===== src/rtl/fc_argmax.sv =====
// fc_argmax -- argmax over the fully-connected layer's output cells.
//
// After the FC layer has written its signed 16-bit outputs to the shared
// activation memory, a start pulse makes this block read NUM_CLASS words
// from BASE_ADDR upward (one per cycle). It keeps a running maximum and
// reports the winning index with a one-cycle done pulse.
//
// Ports:
//   clk        clock, rising edge
//   reset      synchronous active-high reset
//   start      begin a scan (ignored unless idle)
//   rd_data    signed read data, valid RD_LAT cycles after rd_en
//   rd_en      memory read strobe
//   rd_addr    memory read address (0 whenever rd_en is low)
//   class_idx  index of the maximum (held until the next done)
//   max_value  signed maximum (held until the next done)
//   busy       high from the cycle after start through the done cycle
//   done       one-cycle result-valid pulse
//
// Configuration macro:
//   ARGMAX_TIE_LAST_EN  defined: ties resolve to the highest index (>=)
//                       undefined: ties resolve to the lowest index (>)
module fc_argmax #(
  parameter int NUM_CLASS = 5,   // 1..256
  parameter int BASE_ADDR = 1,
  parameter int RD_LAT    = 1    // 1..3
) (
  input  logic               clk,
  input  logic               reset,
  input  logic               start,
  input  logic signed [15:0] rd_data,
  output logic               rd_en,
  output logic [15:0]        rd_addr,
  output logic [7:0]         class_idx,
  output logic signed [15:0] max_value,
  output logic               busy,
  output logic               done
);

  typedef enum logic [1:0] {S_IDLE, S_READ, S_DRAIN, S_DONE} state_e;

  localparam logic [8:0] LAST_ISSUE = 9'(NUM_CLASS - 1);
  localparam logic [8:0] NCLS       = 9'(NUM_CLASS);

  state_e             state_q, state_d;
  logic [8:0]         issue_q, issue_d;   // reads issued so far
  logic [8:0]         cap_q, cap_d;       // words captured so far
  logic signed [15:0] run_max_q, run_max_d;
  logic [7:0]         run_idx_q, run_idx_d;
  logic signed [15:0] max_q, max_d;
  logic [7:0]         idx_q, idx_d;
  logic [RD_LAT-1:0]  vld_q;              // in-flight read tracker
  logic               cap_vld, better, take;

  assign cap_vld = vld_q[RD_LAT-1];

`ifdef ARGMAX_TIE_LAST_EN
  assign better = (rd_data >= run_max_q);
`else
  assign better = (rd_data > run_max_q);
`endif

  // The first word always loads, so a lone 16'sh8000 still reports index 0.
  assign take = cap_vld && ((cap_q == 9'd0) || better);

  always_comb begin
    state_d   = state_q;
    issue_d   = issue_q;
    cap_d     = cap_q;
    run_max_d = run_max_q;
    run_idx_d = run_idx_q;
    max_d     = max_q;
    idx_d     = idx_q;
    rd_en     = 1'b0;
    rd_addr   = 16'd0;

    if (cap_vld) begin
      cap_d = cap_q + 9'd1;
      if (take) begin
        run_max_d = rd_data;
        run_idx_d = cap_q[7:0];
      end
    end

    case (state_q)
      S_IDLE: begin
        if (start) begin
          state_d   = S_READ;
          issue_d   = 9'd0;
          cap_d     = 9'd0;
          run_max_d = 16'sh8000;
          run_idx_d = 8'd0;
        end
      end
      S_READ: begin
        rd_en   = 1'b1;
        rd_addr = 16'(BASE_ADDR) + {7'd0, issue_q};
        issue_d = issue_q + 9'd1;
        if (issue_q == LAST_ISSUE) state_d = S_DRAIN;
      end
      S_DRAIN: begin
        // Publish on the final capture so results are already on the
        // outputs during the done cycle.
        if (cap_d == NCLS) begin
          state_d = S_DONE;
          max_d   = run_max_d;
          idx_d   = run_idx_d;
        end
      end
      S_DONE: state_d = S_IDLE;
      default: state_d = S_IDLE;
    endcase
  end

  always_ff @(posedge clk) begin
    if (reset) begin
      state_q   <= S_IDLE;
      issue_q   <= 9'd0;
      cap_q     <= 9'd0;
      run_max_q <= 16'sh8000;
      run_idx_q <= 8'd0;
      max_q     <= 16'sh0000;
      idx_q     <= 8'd0;
      vld_q     <= '0;
    end else begin
      state_q   <= state_d;
      issue_q   <= issue_d;
      cap_q     <= cap_d;
      run_max_q <= run_max_d;
      run_idx_q <= run_idx_d;
      max_q     <= max_d;
      idx_q     <= idx_d;
      vld_q[0]  <= rd_en;
      for (int i = 1; i < RD_LAT; i++) vld_q[i] <= vld_q[i-1];
    end
  end

  assign busy      = (state_q != S_IDLE);
  assign done      = (state_q == S_DONE);
  assign class_idx = idx_q;
  assign max_value = max_q;

endmodule

===== config.mk =====
export PLATFORM = sky130hd
export DESIGN_NAME = fc_argmax
export DESIGN_NICKNAME = d
export VERILOG_FILES = /design/src/rtl/fc_argmax.sv
export SDC_FILE = /design/constraint.sdc
export NUM_CORES = 1
export LEC_CHECK = 0
export CAP_MARGIN = 40
export CORE_ASPECT_RATIO = 0.75
export CORE_MARGIN = 2
export CORE_UTILIZATION = 57
export DETAILED_ROUTE_END_ITERATION = 10
export HOLD_SLACK_MARGIN = 0.02
export PLACE_DENSITY = 0.85
export SYNTH_ARGS = -nofsm -noshare
export SYNTH_HDL_FRONTEND = slang
export SYNTH_SLANG_ARGS = --single-unit

===== constraint.sdc =====
create_clock -name clk -period 3.2 [get_ports clk]
set_input_delay 0.32 -clock clk [delete_from_list [all_inputs] [get_ports clk]]
set_output_delay 0.32 -clock clk [all_outputs]
set_load 0.01 [all_outputs]

==> summary.txt, run 1 <==
Worst setup path
  – CP Capture Type: register
  – Reg-to-reg startpoint: run_max_q[9]
  – Crit path launch: rd_data[9]
  – R2R depth: 9
  – RR Endpoint: max_value[8]
  – Critical path capture point: max_value[8]
  – Flop-to-flop setup slack: 0.58 ns
  – CP arrival: 2.95 ns
  – CP Max Fanout: 16
  – Critical path class: in -> reg
  – Setup crit start kind: primary input
  – CP Data Required Time: approximately 3.5 ns

Die
  – Die Wd: 95.4 um
  – Core Region: 0.00595 mm^2
  – Starting Density: between 60 and 70%
  – Boundary Pins: 62
  – # rows: 24
  – Die Span Y: 72.6 um
  – Full die area: ~0.0069 mm^2

Detailed routing
  – Initial DRC count: between 200 and 300
  – Final WL: between 8000 and 9000 um
  – Antenna Nets Post-Route: 0
  – Routed len/inst: approximately 16 um
  – Vias per cell: 5.98
  – Via count: 3235
  – Drt pass-1 iters: 5
  – DRC viols: 0

Clock tree
  – Num CTS Buffers: 9
  – CTS Buffer Depth: 2
  – CTS tree: built
  – Postcts setup bufs: 0
  – CTS resizes: 0
  – Max H-tree Level: 3
  – Clk slew on worst S/H paths: ~0.080 ns
  – Sink Count: between 60 and 70
  – Skew-Pair Late Insertion Delay: roughly 0.34 ns
  – Clk root buf: clkbuf_8
  – Hold Buf Count CTS: 0

STA
  – Relative slew margins: 60.3%
  – Final setup fails: 0
  – Period utilization: 84.3%
  – Fin crit period: 2.70 ns
  – Final Max Slew Viols: 0
  – Fin Setup TNS: 0 ns
  – Fmax: 371 MHz
  – Final Hold Vio Count: 0
  – RSZ-0062 raised after global routing: no
  – Setup Skew: just over 0.005 ns
  – Worst slew pin tran: 0.596 ns

Synth
  – Asr flop ratio synth: 0%
  – Netlist cell types: 48
  – Synth Flop Type: dfxtp_1
  – Seq/Total Area, Yosys: between 30% and 40%
  – Count of state elements after synthesis: 69
  – Commonest cells post-synth: dfxtp_1 (69), a21oi_1 (41), nor2_1 (33), o21ai_0 (31), nand3_1 (30)
  – Synthesis Warnings: 0
  – Avg Inst Size Synth: 8.76 um^2
  – Synth area leaders: dfxtp_1 (39%), ha_1 (8.4%), a311oi_2 (7.1%), a21oi_1 (5.7%), o21ai_0 (4.3%)
  – Area leader, netlist: dfxtp_1
  – Post-synth EDFFs: 0
  – Cell count after synthesis: 408
  – Cell Area, Synth: about 0.0036 mm^2
  – Share of the synthesized area in the top cell type: slightly below 40%
  – Count leader, synth: dfxtp_1

Cells and area
  – Layout Cells excl Fill: approximately 540
  – Ant. Diodes: 0
  – Area delta synth->final: 20.6%
  – Final #Nets: 501
  – Share of cells above drive strength 1: around a tenth

Global routing
  – Vias in the first global route: 3178
  – Grt ovf: 0
  – Global-route wire length before repair: 14500 um
  – Largest net degree at the start of global routing: 37
  – GRT Total Usage: 26.5%
  – Antenna violations before repair: 0

Pwr
  – Clock power frac: 27.5%
  – P per Cell Area: 515 mW/mm^2
  – Internal power: around 1400 uW
  – Sequential power share: 42.8%
  – Lkg Pwr: 0.00146 uW
  – Psw: 780 uW
  – Gate power share: 29.8%
  – Max rail drop VDD: 0.368 mV
  – Switching share of power: 35.1%

Place
  – HPWL after DPL: around 6000 um
  – I/O Buffers: between 50 and 60
  – Gpl congestion: 0.848
  – Inst Count DP: 525

Hold path
  – Worst hold path class: reg -> reg

Job
  – Maximum capacitance violations: 0

Run status
  – Status: finished, final reports clean
-- layout by cell type (no fill, tap or decap), types with 2 or more instances in the layout --
cell | Yosys | routed
nor2_1 | 33 | 33
mux2i_1 | 8 | 8
nand2b_1 | 6 | 6
nor4b_1 | 2 | 2
inv_1 | 25 | 25
a21boi_0 | 2 | 2
xor2_1 | 3 | 3
nand2_1 | 15 | 15
a22oi_1 | 2 | 2
a311oi_2 | 17 | 17
clkbuf_8 | 0 | 9
buf_4 | 6 | 10
and4_1 | 4 | 3
clkinv_2 | 0 | 4
nor4_1 | 2 | 2
nand3_1 | 30 | 30
nand3b_1 | 3 | 3
a211oi_1 | 2 | 2
xnor2_1 | 6 | 6
ha_1 | 24 | 24
or3_1 | 4 | 4
dfxtp_1 | 69 | 69
nor3_1 | 3 | 3
conb_1 | 1 | 6
clkinvlp_4 | 0 | 3
nand4_1 | 16 | 16
o31ai_1 | 2 | 2
o21ai_1 | 1 | 2
a21oi_1 | 41 | 41
nor2b_1 | 3 | 3
o21ai_0 | 31 | 30
and2_1 | 7 | 7
clkdlybuf4s50_1 | 0 | 55
-- routing by layer --
layer	part of all wire, %	routed length [um]	global-route usage, %
met1	46	4010	34.8
met2	47	4020	43.5
met3	6.0	515	5.79
met4	1.1	91	9.21
met5	0	0	0
-- critical path, cell delays in order --
cell and delay (ns):
clkdlybuf4s50_1 0.44, ha_1 0.33, a21oi_1 0.16, o21ai_0 0.09, a221oi_1 0.50, o2bb2ai_1 0.32, buf_4 0.30, o21ai_0 0.19
a311oi_2 0.28
-- logic make-up after synthesis --
group                    count (synthesis)  synth area share, %
AND/OR/NAND/NOR                        134                 19.9
AO/OA/AOI/OAI                          107                 21.1
flip-flops                              69                 38.6
buffers and inverters                   56                 7.45
adder cells (fa/ha/maj)                 24                 8.40
XOR/XNOR                                 9                 2.21
multiplexers                             8                 2.24
other                                    1                0.105
-- through the flow --
stage | total power [uW] | cell area [um^2] | hold slack [ns] | setup slack (ns) | utilization (%)
floorplan | 1400 | 3590 | 0.444 | 1.01 | -
global placement | 1570 | 4140 | 0.440 | 0.353 | 69.6
detailed placement | 1620 | 4150 | 0.450 | 0.207 | 69.7
CTS | 2220 | 4310 | 0.461 | 0.538 | 72.5
global route | 2340 | 4310 | 0.479 | 0.350 | 72.5
finish | 2220 | 4310 | 0.454 | 0.503 | 72.5
-- final cells by class --
class | count | area, um^2
Multi-Input combinational cell | 288 | 1950
Fill cell | 454 | 1630
Sequential cell | 69 | 1380
Timing Repair Buffer | 65 | 626
Clock buffer | 9 | 124
Tap cell | 78 | 97.6
Inverter | 25 | 93.8
Clock inverter | 7 | 42.5
-- how the worst min path moves through the flow --
| stage | start | end | slack, ns | cells after the start |
|---|---|---|---|---|
| final | class_idx[5] | class_idx[5] | 0.45 | 2 |
| after floorplan | run_idx_q[0] | run_idx_q[0] | 0.44 | 2 |
| after global placement | class_idx[5] | class_idx[5] | 0.44 | 2 |
| after detailed placement | class_idx[5] | class_idx[5] | 0.45 | 2 |
| after CTS | class_idx[5] | class_idx[5] | 0.46 | 2 |
| after global routing | class_idx[5] | class_idx[5] | 0.48 | 2 |
-- state kept, by name, indices dropped and copies added (netlist names) --
signal     flops
run_max_q     16
max_value     16
class_idx      8
cap_q          9
cap_vld        1
issue_q        9
run_idx_q      8
state_q        2
-- power groups by stage --
stage               Combinational (uW)  Sequential, uW  Clock, uW
floorplan                          454             950          0
global placement                   608             964          0
detailed placement                 650             966          0
CTS                                656             947        621
global route                       730             956        654
finish                             661             949        609
No activity file was read; power rests on OpenSTA's default activity.
==> inputs of run 2 (changes only) <==
--- a/config.mk
+++ b/config.mk
@@ -8,10 +8,10 @@
 export CAP_MARGIN = 40
 export CORE_ASPECT_RATIO = 0.75
 export CORE_MARGIN = 2
-export CORE_UTILIZATION = 57
+export CORE_UTILIZATION = 53
 export DETAILED_ROUTE_END_ITERATION = 10
 export HOLD_SLACK_MARGIN = 0.02
-export PLACE_DENSITY = 0.85
+export PLACE_DENSITY = 0.8
 export SYNTH_ARGS = -nofsm -noshare
 export SYNTH_HDL_FRONTEND = slang
 export SYNTH_SLANG_ARGS = --single-unit
==> constraint.sdc (replaced) <==
create_clock -name clk -period 2.7 [get_ports clk]
set_input_delay 0.27 -clock clk [delete_from_list [all_inputs] [get_ports clk]]
set_output_delay 0.27 -clock clk [all_outputs]
set_load 0.01 [all_outputs]
==> summary.txt, run 2 (synthesized netlist as in run 1, its figures left out) <==
Hold path
  – Hold path cells: 2
  – Worst hold path class: reg -> reg
  – Worst Hold Path EP: class_idx[0]
  – Worst hold path startpoint: class_idx[0]

Detailed routing
  – Initial DRC count: between 150 and 200
  – Final WL: 8540 um
  – Via count: approximately 3.2k
  – Vias per cell: between 5 and 6
  – Drt pass-1 iters: 4
  – DRC viols: 0
  – Antenna Nets Post-Route: 0
  – Routed len/inst: between 15 and 20 um

Pwr
  – Lkg Pwr: 0.00154 uW
  – Max rail drop VDD: 0.471 mV
  – Total power draw: 2970 uW
  – P per Cell Area: ~660 mW/mm^2

Clock tree
  – CTS Buffer Depth: 2
  – Postcts setup bufs: 0
  – Clk root buf: clkbuf_8
  – Hold Buf Count CTS: 0
  – Clk slew on worst S/H paths: 0.07 ns
  – CTS tree: built
  – CTS resizes: 0
  – Num CTS Buffers: 9
  – Sink Count: slightly below 70
  – Max H-tree Level: 3
  – Skew-Pair Late Insertion Delay: 0.35 ns

STA
  – Fmax: 398 MHz
  – RSZ-0062 raised after global routing: no
  – Period utilization: about 93%
  – Fin Setup TNS: 0 ns
  – Final Hold Vio Count: 0
  – Relative slew margins: 59.7%
  – Final Max Slew Viols: 0
  – Final setup fails: 0
  – Hold Slack: between 0.4 and 0.5 ns
  – Worst slew pin tran: 0.605 ns
  – Setup Skew: just under 0.006 ns
  – Fin crit period: ~2.5 ns

Cells and area
  – Most frequent cells in the layout: dfxtp_1 (69), clkdlybuf4s50_1 (54), a21oi_1 (41)
  – Filler cells: 518
  – Leading cell type in the layout, fill and taps excluded: dfxtp_1
  – Ant. Diodes: 0
  – Layout Cells excl Fill: 550
  – Final #Nets: 507
  – Area delta synth->final: 25.2%
  – Share of cells above drive strength 1: 11.1%

Worst setup path
  – RR Endpoint: max_value[3]
  – Reg-to-reg startpoint: cap_q[1]
  – CP Data Required Time: 2.43 ns
  – Flop-to-flop setup slack: 0.29 ns
  – CP arrival: roughly 2.2 ns
  – CP Capture Type: primary output
  – CP Max Fanout: 7
  – R2R depth: 9
  – Setup crit start kind: register
  – Critical path class: reg -> out

Global routing
  – Antenna violations before repair: 0
  – Vias in the first global route: between 2k and 3k
  – Global-route wire length before repair: 13900 um
  – Grt ovf: 0
  – GRT Total Usage: roughly a quarter
  – Largest net degree at the start of global routing: 37

Die
  – Starting Density: 55.7%
  – Full die area: 0.00742 mm^2
  – Die Span Y: between 70 and 80 um
  – Die Wd: 98.8 um
  – Boundary Pins: 62
  – Core Region: 0.00641 mm^2
  – # rows: 25

Job
  – Maximum capacitance violations: 0

Place
  – Inst Count DP: 534
  – Gpl congestion: 0.816
  – I/O Buffers: 55
  – HPWL after DPL: 5930 um

Run status
  – Status: finished, final reports clean
run 2: cell count changes in the layout (fill, tap and decap cells not counted):
cell,delta
clkinv_2,-3
buf_2,+1
buf_4,+3
bufinv_16,+3
buf_12,+3
clkdlybuf4s50_1,-1
clkinvlp_4,-1
clkbuf_8,+1
run 2: worst max-delay path by stage:
stage                       start            end  slack [ns]  depth (start not counted)
detailed placement    rd_data[15]   class_idx[2]        0.01                          9
floorplan           run_max_q[11]  max_value[10]        0.51                          9
CTS                    issue_q[2]     rd_addr[5]        0.19                          4
global placement      rd_data[15]   max_value[5]        0.08                          9
finish                 issue_q[2]     rd_addr[5]        0.19                          4
global route           issue_q[2]     rd_addr[5]        0.08                          4
run 2: area by class of cell:
| type | count | area (um^2) | area share [%] |
|---|---|---|---|
| flip-flops and latches | 69 | 1380 | 30.9 |
| repair buffers | 71 | 703 | 15.7 |
| inverters | 25 | 93.8 | 2.10 |
| well taps | 81 | 101 | 2.27 |
| clock inverters | 6 | 110 | 2.46 |
| clock buffers | 10 | 138 | 3.08 |
| multi-input cells | 288 | 1950 | 43.5 |
run 2: power breakdown:
part	leakage (uW)	switching (uW)	internal, uW	total, uW
sequential	0.000557	53.7	1070	1130
combinational	0.000868	480	325	805
clock	0.000119	406	637	1040
total	0.00154	940	2030	2970
run 2: critical path: stages (launching register included):
cell and delay (ns):
dfxtp_1 0.46, nand3_1 0.24, or3_1 0.39, a21boi_0 0.23, clkdlybuf4s50_1 0.58
run 2: routing by layer:
metal  wire [um]  vias to the layer above  global-route usage [%]
li1            -                     1567                       -
met1        4080                     1497                    32.6
met2        3860                       99                    37.5
met3         492                       12                    5.11
met4         109                        0                    6.85
met5           0                        -                       0
run 2: through the flow:
step                      worst slack, ns  area (um^2)  utilization (%)
after floorplan                     0.515         3590                -
after global placement             0.0799         4230             65.9
after detailed placement           0.0129         4230             65.9
after CTS                           0.186         4470             69.8
after global routing               0.0820         4470             69.8
final                               0.190         4470             69.8
